$ cat src/rtl/serial_rx_port.sv
// Slave-side serial receiver: valid/ready handshake, then serial address
// (and data for writes) capture with an atomic parallel output update.
module serial_rx_port #(
   parameter int ADDR_WIDTH = 12,
   parameter int DATA_WIDTH = 8,
   parameter int MSB_FIRST  = 0
) (
   input  logic                  clk,
   input  logic                  reset,
   input  logic                  rx_address,
   input  logic                  rx_data,
   input  logic                  master_valid,
   input  logic                  read_en,
   input  logic                  write_en,
   output logic                  slave_ready,
   output logic                  rx_done,
   output logic                  rx_error,
   output logic                  rx_write,
   output logic [ADDR_WIDTH-1:0] address,
   output logic [DATA_WIDTH-1:0] data
);

   localparam int MAXW = (ADDR_WIDTH > DATA_WIDTH) ? ADDR_WIDTH : DATA_WIDTH;
   localparam int CW   = $clog2(MAXW + 1);
   localparam logic [CW-1:0] LAST_RD = CW'(ADDR_WIDTH - 1);
   localparam logic [CW-1:0] LAST_WR = CW'(MAXW - 1);

   typedef enum logic [1:0] {
      ST_IDLE = 2'd0,
      ST_RECV = 2'd1,
      ST_DONE = 2'd2
   } state_t;

   state_t                r_state;
   state_t                w_state_nx;
   logic                  r_mode;
   logic [CW-1:0]         r_cnt;
   logic [ADDR_WIDTH-1:0] r_addr_sh;
   logic [DATA_WIDTH-1:0] r_data_sh;
   logic                  r_done;
   logic                  r_error;
   logic                  r_write;
   logic [ADDR_WIDTH-1:0] r_address;
   logic [DATA_WIDTH-1:0] r_data;

   logic                  w_hs;
   logic                  w_at_last;
   logic                  w_sample;
   logic                  w_done_nx;
   logic                  w_error_nx;
   logic [ADDR_WIDTH-1:0] w_addr_nx;
   logic [DATA_WIDTH-1:0] w_data_nx;

   assign w_hs      = (r_state == ST_IDLE) && master_valid && (read_en ^ write_en);
   assign w_at_last = (r_cnt == (r_mode ? LAST_WR : LAST_RD));

   // State register
   always_ff @(posedge clk or posedge reset) begin
      if (reset) begin
         r_state <= ST_IDLE;
      end else begin
         r_state <= w_state_nx;
      end
   end

   // Next-state logic; a dropped master_valid at any sampling edge aborts
   always_comb begin
      w_state_nx = r_state;
      case (r_state)
         ST_IDLE: begin
            if (w_hs) w_state_nx = ST_RECV;
            else      w_state_nx = ST_IDLE;
         end
         ST_RECV: begin
            if (!master_valid)  w_state_nx = ST_IDLE;
            else if (w_at_last) w_state_nx = ST_DONE;
            else                w_state_nx = ST_RECV;
         end
         ST_DONE: w_state_nx = ST_IDLE;
         default: w_state_nx = ST_IDLE;
      endcase
   end

   // Output/strobe decode feeding the registered outputs
   always_comb begin
      w_sample   = 1'b0;
      w_done_nx  = 1'b0;
      w_error_nx = 1'b0;
      case (r_state)
         ST_RECV: begin
            w_sample   = master_valid;
            w_done_nx  = master_valid && w_at_last;
            w_error_nx = !master_valid;
         end
         default: begin
            w_sample   = 1'b0;
            w_done_nx  = 1'b0;
            w_error_nx = 1'b0;
         end
      endcase
   end

   // Place the current serial bit into its field position (bits past a field's width fall off)
   always_comb begin
      w_addr_nx = r_addr_sh;
      w_data_nx = r_data_sh;
      for (int i = 0; i < ADDR_WIDTH; i++) begin
         if (r_cnt == CW'((MSB_FIRST != 0) ? (ADDR_WIDTH - 1 - i) : i)) w_addr_nx[i] = rx_address;
         else                                                          w_addr_nx[i] = r_addr_sh[i];
      end
      for (int j = 0; j < DATA_WIDTH; j++) begin
         if (r_mode && (r_cnt == CW'((MSB_FIRST != 0) ? (DATA_WIDTH - 1 - j) : j))) w_data_nx[j] = rx_data;
         else                                                                     w_data_nx[j] = r_data_sh[j];
      end
   end

   // Datapath: shift registers, bit counter, and atomically updated outputs
   always_ff @(posedge clk or posedge reset) begin
      if (reset) begin
         r_mode    <= 1'b0;
         r_cnt     <= '0;
         r_addr_sh <= '0;
         r_data_sh <= '0;
         r_done    <= 1'b0;
         r_error   <= 1'b0;
         r_write   <= 1'b0;
         r_address <= '0;
         r_data    <= '0;
      end else begin
         r_done  <= w_done_nx;
         r_error <= w_error_nx;
         if (w_hs) begin
            r_mode    <= write_en;
            r_cnt     <= '0;
            r_addr_sh <= '0;
            r_data_sh <= '0;
         end else if (w_sample) begin
            r_addr_sh <= w_addr_nx;
            r_data_sh <= w_data_nx;
            if (!w_at_last) r_cnt <= r_cnt + CW'(1);
         end
         if (w_done_nx) begin
            r_address <= w_addr_nx;
            r_write   <= r_mode;
            if (r_mode) r_data <= w_data_nx;
         end
      end
   end

   assign slave_ready = (r_state == ST_IDLE) && !reset;
   assign rx_done     = r_done;
   assign rx_error    = r_error;
   assign rx_write    = r_write;
   assign address     = r_address;
   assign data        = r_data;

endmodule

$ cat config.mk
export PLATFORM = sky130hd
export DESIGN_NAME = serial_rx_port
export DESIGN_NICKNAME = d
export VERILOG_FILES = /design/src/rtl/serial_rx_port.sv
export SDC_FILE = /design/constraint.sdc
export NUM_CORES = 1
export LEC_CHECK = 0
export BUFFER_PORTS_ARGS = -buffer_cell sky130_fd_sc_hd__buf_2
export CORE_ASPECT_RATIO = 0.5
export CORE_MARGIN = 5
export CORE_UTILIZATION = 62
export DETAILED_ROUTE_END_ITERATION = 16
export PLACE_DENSITY = 0.95
export RECOVER_POWER = 25
export SETUP_SLACK_MARGIN = 0.2
export SLEW_MARGIN = 10
export SYNTH_ARGS = -nofsm -noshare
export SYNTH_HDL_FRONTEND = slang
export SYNTH_SLANG_ARGS = --single-unit
export TNS_END_PERCENT = 50
$ cat constraint.sdc
create_clock -name clk -period 3 [get_ports clk]
set_input_delay 0.3 -clock clk [delete_from_list [all_inputs] [get_ports clk]]
set_output_delay 0.3 -clock clk [all_outputs]
set_load 0.05 [all_outputs]
==> impl_metrics.ini, run 1 <==
[yosys]
yosysWarnings = 0
synthDistinctLibCells = 37
synth-edff-count = 0
synth_nets = 255
synthArstFlopShare = 1.00
syn_area_mm2 = 0.00249
yosysSeqAreaShare = 0.491
ys_seq_elements = 49
synth_ff_type = dfrtp_1
syn_avg_cell_area_um2 = 10.2
synthCells = 244

[cts]
clockBufferDepth = 2
cts.repair.resized = 0
cts_root_buf = clkbuf_8
cts_tree = built
cts_sinks = 49
postCtsSetupBuffers = 0
hold_buffers = 0
cts.htree.levels = 2
clk_latency_ns = 0.31
cts.clk_slew.worst_paths_ns = 0.09
cts_buffers = 5

[floorplanning]
boundaryPins = 31
rows = 16
die-area_mm2 = 0.00547
dieWidth_um = 99.7
start_util = 0.642
die_y_um = 54.9
coreArea_mm2 = 0.00388

[timing]
tightest_slew_ns = 1.82
min_period_ns = 2.30
fin_tns_setup_ns = 0
skew_ns = 0.00839
max_slew_margin = -0.212
setup_viol = 0
fin_crit_sh = 0.767
report.final.hold_viol_count = 0
fmax_mhz = 434
rsz0062_at_grt = no
drv_slew = 50

[worst_setup_path]
max_stage_delay_ns = 0.72
crit_chain = and3b_1 -> nand2_1 -> inv_1 -> mux2_2
end_kind = flop
crit_type = reg2reg
cp_slowest_cell = dfrtp_1
start_kind = flop
path_buf_inv = 1
crit_cells = 4
cp.arrival_ns = 2.50
reg2reg_setup_slack_ns = 0.70
r2r_cells = 4
crit_fanout = 25
cp.required_ns = 3.20
crit_family = simple AND/OR/NAND/NOR gates

[pwr]
powerDensity_mw_per_mm2 = 549
p_leak_nw = 1.33
vdd_drop_max_uv = 322

[placed_design]
dp.cells = 312
gp_congestion = 0.869
dpl.hpwl_um = 3610
io_buffers = 30

[route]
final_antenna_net_count = 0
via_per_inst = 6.33
wl_per_cell_um = 17.6
vias = 2024
drc = 0
dr.pass1.iters = 5
drt_iter0_markers = 242
routed_wl_um = 5640

[finish]
nets = 276
fillers = 279
stdcell_count = 320
syn2layout_area_growth_pct = 10.4
drive_gt1_frac = 0.165
diodes = 0
most-common-layout-cells = dfrtp_1, buf_2, o21ai_0, mux2i_1
final_common_cell = dfrtp_1

[global_route]
antenna_found_initial = 0
grt_pass1_vias = 1963
grt_pass1_wl_um = 9600
gr-total-overflow = 0
grt_use_total = 0.232
grt_max_degree = 50

[run]
maxCapViolCount = 1

[status]
failed_checks = capacitance limit, slew limit
status = finished with violations

[worst_hold_path]
hp-class = in2reg
hold_depth = 2
stage by stage:
stage	area (um^2)	hold slack (ns)	power, mW	utilization	worst slack (ns)
floorplan	2490	0.365	0.964	-	1.18
global placement	2640	0.469	1.01	0.679	0.877
detailed placement	2640	0.474	1.03	0.679	0.751
CTS	2760	0.217	1.51	0.709	0.749
global route	2760	0.240	1.59	0.709	0.487
finish	2760	0.235	1.51	0.709	0.698
cells in the mapped netlist (all sizes together), types with 2 or more instances:
cell     count  area share
and3b        2      0.0070
nor3         2      0.0040
nand4b       4       0.014
nand2        6      0.0090
buf         10       0.025
inv         18       0.027
nor2b        3      0.0075
o21ai       28       0.056
nor3b        4       0.012
o211ai      11       0.033
or3          5       0.013
o2bb2ai      8       0.028
a21oi       11       0.022
dfrtp       49        0.49
ha           4       0.020
and4bb       2       0.010
nand3       18       0.036
nor4bb       2      0.0080
a31oi        8       0.020
nand3b       9       0.027
mux2i       20       0.080
clkbuf       9       0.014
worst register-to-register path: cells and delay by family (launching register included):
family	cells	cell delay (ns)
simple gates	2	0.95
mux	1	0.35
flops	1	0.72
buf+inv	1	0.19
layer usage:
layer	part of all wire	vias to the layer above	global-route usage
met2	0.45	100	0.375
li1	-	934	-
met4	0.022	0	0.104
met1	0.44	975	0.304
met3	0.089	15	0.0534
met5	0	-	0
registers in the layout, summed over array words and instances, names as in the netlist:
signal / count
r_mode: 1
r_cnt: 4
r_data_sh: 8
r_state: 2
rx_done: 1
rx_error: 1
r_addr_sh: 11
data: 8
rx_write: 1
address: 12
cell families after synthesis:
logic type,synth area share
mux,0.0848
xor+xnor,0.00351
flops,0.491
compound gates,0.172
simple gates,0.162
fa+ha+maj,0.0201
buf+inv,0.0657
worst paths after layout:
| path | from | endpoint |
|---|---|---|
| max | r_cnt[3]$_DFFE_PP0P_ | address[11]$_DFFE_PP0N_ |
| min | master_valid | rx_error$_DFF_PP0_ |
| max reg2reg | r_cnt[3]$_DFFE_PP0P_ | address[11]$_DFFE_PP0N_ |
| min reg2reg | r_data_sh[0]$_DFFE_PP0P_ | r_data_sh[0]$_DFFE_PP0P_ |
| max in group asynchronous | reset | r_cnt[1]$_DFFE_PP0P_ |
| min in group asynchronous | reset | r_addr_sh[9]$_DFFE_PP0P_ |
area by class of cell:
| class | count | area [um^2] | area share |
|---|---|---|---|
| tap | 54 | 67.6 | 0.0245 |
| sequential | 49 | 1230 | 0.445 |
| timing repair buffer | 33 | 173 | 0.0627 |
| clock buffer | 7 | 86.3 | 0.0313 |
| multi-input combinational | 158 | 1100 | 0.401 |
| clock inverter | 1 | 30.0 | 0.0109 |
| inverter | 18 | 67.6 | 0.0245 |
report_power, final:
part,switching (mW),internal (mW)
Clock,0.214,0.272
Combinational,0.176,0.109
Sequential,0.0467,0.695
No activity file was read; power rests on OpenSTA's default activity.
==> run 2, diff against run 1 <==
- CORE_UTILIZATION: 62 -> 57
- PLACE_DENSITY: 0.95 -> 0.9
- clock period: 3 -> 2.4 ns (I/O delays scaled with it)
==> run 2 against run 1 <==
  * The run now ends clean
  * Sequential power is 24% higher
  * Critical path depth is 1 higher
  * Count of clock-buffer cells in the layout fell by 2
  * Total power increased by 24%
  * Highest routed layer unchanged
==> impl_metrics.ini, run 2 (same netlist as run 1, synthesis figures left out) <==
[pwr]
powerDensity_mw_per_mm2 = 673
p_seq_frac = 0.490
vdd_drop_max_uv = 346
p_sw_frac = 0.298
power_switching_mw = 0.562
internal_power_mw = 1.32
p_leak_nw = 1.34
p_clk_frac = 0.317
comb_power_share = 0.192

[cts]
clk_latency_ns = 0.30
cts_root_buf = clkbuf_8
cts.repair.resized = 0
cts_buffers = 5
cts.htree.levels = 2
cts_tree = built
cts_sinks = 49
clockBufferDepth = 2
cts.clk_slew.worst_paths_ns = 0.09

[global_route]
grt_pass1_wl_um = 9290
grt_use_total = 0.192
gr-total-overflow = 0
grt_max_degree = 28
antenna_found_initial = 0
grt_pass1_vias = 1983

[floorplanning]
die_y_um = 56.8
start_util = 0.578
rows = 17
coreArea_mm2 = 0.00432
boundaryPins = 31
die-area_mm2 = 0.00588
dieWidth_um = 104

[worst_setup_path]
start_kind = flop
r2r-start = r_cnt[0]$_DFFE_PP0P_
cp.required_ns = 2.58
crit_fanout = 7
crit_type = reg2reg
r2r_cells = 5
cp-endpoint = data[2]$_DFFE_PP0P_
crit_start = r_cnt[0]$_DFFE_PP0P_
rr_endpoint = data[2]$_DFFE_PP0P_
cp.arrival_ns = 2.07
reg2reg_setup_slack_ns = 0.51
end_kind = flop

[timing]
hold-worst-slack_ns = 0.148
min_period_ns = 1.89
drv_slew = 0
rsz0062_at_grt = no
setup_viol = 0
max_slew_margin = 0.347
fmax_mhz = 529
tightest_slew_ns = 0.979
fin_tns_setup_ns = 0
fin_crit_sh = 0.787
skew_ns = 0.0104
report.final.hold_viol_count = 0

[finish]
final_common_cell = dfrtp_1
stdcell_count = 329
nets = 282
largest_reg_flops = 12
syn2layout_area_growth_pct = 12.2
most-common-layout-cells = dfrtp_1, buf_2, o21ai_0, mux2i_1
diodes = 0
final_util = 0.648
drive_gt1_frac = 0.173

[worst_hold_path]
hold_depth = 2
hp-class = in2reg

[route]
via_per_inst = 6.02
final_antenna_net_count = 0
drc = 0
routed_wl_um = 5490
dr.pass1.iters = 4
wl_per_cell_um = 16.7
vias = 1982
drt_iter0_markers = 112

[placed_design]
io_buffers = 30
dpl.hpwl_um = 3730
gp_congestion = 0.853
dp.cells = 320

[status]
status = finished, final reports clean

[run]
maxCapViolCount = 0
==> run 2: changes by cell type in the layout (fill, tap and decap cells not counted) <==
cell           previous run  this run
clkinvlp_4                0         1
buf_2                    30        28
dlygate4sd3_1             0         1
clkbuf_1                  1         3
clkbuf_8                  6         5
clkinv_4                  0         1
buf_4                     3         7
==> run 2: worst min-delay path by stage <==
stage | from | to | slack, ns
floorplan | master_valid | rx_error$_DFF_PP0_ | 0.31
global placement | reset | r_state[0]$_DFF_PP0_ | 0.32
detailed placement | reset | r_cnt[2]$_DFFE_PP0P_ | 0.33
CTS | master_valid | rx_error$_DFF_PP0_ | 0.14
global route | master_valid | rx_error$_DFF_PP0_ | 0.17
finish | master_valid | rx_error$_DFF_PP0_ | 0.15
==> run 2: final cells by class <==
class,count,area (um^2)
Clock inverter,3,46.3
Timing Repair Buffer,39,214
Multi-Input combinational cell,158,1100
Tap cell,57,71.3
Fill cell,333,1520
Clock buffer,5,68.8
Inverter,18,67.6
Sequential cell,49,1230
==> run 2: per-layer routing <==
layer / share of wire / up-vias / global-route usage
li1: - / 942 / -
met1: 0.46 / 972 / 0.245
met2: 0.47 / 62 / 0.326
met3: 0.057 / 6 / 0.0471
met4: 0.010 / 0 / 0.0523
met5: 0 / - / 0
==> run 2: per-stage QoR <==
step	power, mW	area [um^2]	setup WS (ns)
floorplan	1.21	2490	0.641
global placement	1.27	2680	0.692
detailed placement	1.29	2680	0.605
CTS	1.88	2810	0.576
global route	1.96	2800	0.398
finish	1.88	2800	0.510
==> run 2: power by group through the flow <==
| stage | registers [mW] | clock network, mW | logic, mW |
|---|---|---|---|
| 6_report | 0.923 | 0.597 | 0.362 |
| 2_1_floorplan | 0.918 | 0 | 0.288 |
| 5_1_grt | 0.932 | 0.633 | 0.398 |
| 4_1_cts | 0.921 | 0.602 | 0.359 |
| 3_5_place_dp | 0.938 | 0 | 0.355 |
| 3_3_place_gp | 0.934 | 0 | 0.340 |
==> run 2: what timing repair did <==
action | 4_1_cts | 5_1_grt
buffers inserted | 0 | 0
hold buffers | 1 | 0
endpoints found under the hold margin | 25 | 0
setup endpoints to repair | 0 | 0
==> run 2: worst max-delay path, cell delays in order, from the launching register on <==
cell and delay, ns:
dfrtp_1 0.44, inv_1 0.13, ha_1 0.34, nor4bb_1 0.47, mux2i_1 0.29, a21oi_1 0.10
==> run 3, diff against run 2 <==
- clock period: 2.4 -> 1.8 ns (I/O delays scaled with it)
==> run 3 against run 2 <==
  * Combinational power rose by 74%
  * Total power is 44% higher
  * Fmax up 19%
  * Critical path type unchanged
  * Largest cell class unchanged
  * Largest power group unchanged
==> impl_metrics.ini, run 3 (same netlist as run 1, synthesis figures left out) <==
[cts]
clockBufferDepth = 2
cts.htree.levels = 2
clk_latency_ns = 0.32
cts_buffers = 5
cts_tree = built
cts.clk_slew.worst_paths_ns = 0.09
cts_sinks = 49
cts_root_buf = clkbuf_8

[run]
maxCapViolCount = 0

[placed_design]
dpl.hpwl_um = 3980
post-place-ws_ns = 0.0769
gp_congestion = 0.918
io_buffers = 30

[timing]
fmax_mhz = 628
min_period_ns = 1.59
finalWorstSetupSlack_ns = 0.209
fin_tns_setup_ns = 0
rsz0062_at_grt = yes
drv_slew = 0
report.final.hold_viol_count = 0
fin_crit_sh = 0.884
hold-worst-slack_ns = 0.119
skew_ns = 0.00565
tightest_slew_ns = 0.877
setup_viol = 0
max_slew_margin = 0.415

[worst_hold_path]
hp-start = master_valid
hp-class = in2reg
whs_endpoint = rx_error$_DFF_PP0_
hold_depth = 2

[floorplanning]
dieWidth_um = 104
start_util = 0.578
coreArea_mm2 = 0.00432
boundaryPins = 31
die_y_um = 56.8
die-area_mm2 = 0.00588
rows = 17

[finish]
fillers = 295
seq_area_mm2 = 0.00123
drive_gt1_frac = 0.267
multi_input_comb_area_mm2 = 0.00119
final_common_cell = dfrtp_1
diodes = 0
most-common-layout-cells = dfrtp_1, buf_2, o21ai_0, mux2i_1, nand3_1
nets = 291
syn2layout_area_growth_pct = 19.5
largest_reg_flops = 12

[route]
final_antenna_net_count = 0
wl_per_cell_um = 19.4
drc = 0
via_per_inst = 6.38
dr.pass1.iters = 5
drt_iter0_markers = 245
vias = 2158
routed_wl_um = 6570

[global_route]
antenna_found_initial = 0
grt_use_total = 0.222
grt_max_degree = 29
grt_pass1_vias = 2089
grt_pass1_wl_um = 10400
gr-total-overflow = 0

[worst_setup_path]
r2r_cells = 4
cp_slowest_cell = dfrtp_1
crit_fanout = 13
cp.arrival_ns = 1.83
reg2reg_setup_slack_ns = 0.21
crit_type = reg2reg
max_stage_delay_ns = 0.48
cp.required_ns = 2.04
start_kind = flop
end_kind = flop
crit_chain = nand3b_1 -> buf_4 -> or3_1 -> a21oi_1
rr_endpoint = r_cnt[3]$_DFFE_PP0P_
r2r-start = r_state[1]$_DFF_PP0_

[status]
status = finished, final reports clean

[pwr]
p_leak_nw = 1.41
powerDensity_mw_per_mm2 = 912
vdd_drop_max_uv = 448
## run 3: cell types whose count changed in the layout (fill, tap and decap cells not counted), moves of 3 or more
cell,previous run,this run
ha_1,4,0
nor3b_1,4,0
buf_4,7,16
nor3b_2,0,3
## run 3: worst max-delay path by stage
stage,cells after the start,startpoint,end
3_5_place_dp,4,r_cnt[1]$_DFFE_PP0P_,data[4]$_DFFE_PP0P_
2_1_floorplan,5,r_cnt[0]$_DFFE_PP0P_,r_data_sh[2]$_DFFE_PP0P_
4_1_cts,5,r_cnt[0]$_DFFE_PP0P_,address[0]$_DFFE_PP0N_
3_3_place_gp,5,r_cnt[0]$_DFFE_PP0P_,data[2]$_DFFE_PP0P_
6_report,4,r_state[1]$_DFF_PP0_,r_cnt[3]$_DFFE_PP0P_
5_1_grt,4,r_state[1]$_DFF_PP0_,r_cnt[3]$_DFFE_PP0P_
## run 3: critical path: cells and delay by family (launching register included)
kind,cells,cell delay (ns)
AND/OR/NAND/NOR,2,0.62
buffers and inverters,1,0.22
flip-flops,1,0.48
AO/OA/AOI/OAI,1,0.18
## run 3: where the power goes
group	internal [mW]	switching [mW]	leakage [nW]
clock	0.452	0.396	0.0574
combinational	0.278	0.352	0.685
sequential	1.16	0.0764	0.672
## run 3: per-stage QoR
stage                util  total power, mW  instances  area (um^2)
floorplan               -             1.61        244         2500
global placement    0.639             1.74        328         2760
detailed placement  0.639             1.76        328         2760
CTS                 0.679             2.63        337         2930
global route        0.690             2.82        338         2980
finish              0.690             2.72        338         2980
## run 3: repair_timing
item,4_1_cts,5_1_grt
setup buffers,0,1
gates resized for setup,8,12
pin swaps,0,1
hold endpoints to repair,21,0
hold buffers,1,0
setup endpoints to repair,18,35
## run 3: area by class of cell
class / instances / share of cell area
well taps: 57 / 0.0239
clock buffers: 6 / 0.0277
flip-flops and latches: 49 / 0.412
inverters: 18 / 0.0227
repair buffers: 48 / 0.100
multi-input cells: 158 / 0.401
clock inverters: 2 / 0.0126
## run 3: layer usage
layer	wire [um]	GRT usage	vias to the layer above	part of all wire
li1	-	-	963	-
met1	2720	0.298	1050	0.41
met2	3060	0.326	114	0.47
met3	558	0.0666	31	0.085
met4	238	0.112	0	0.036
met5	0	0	-	0
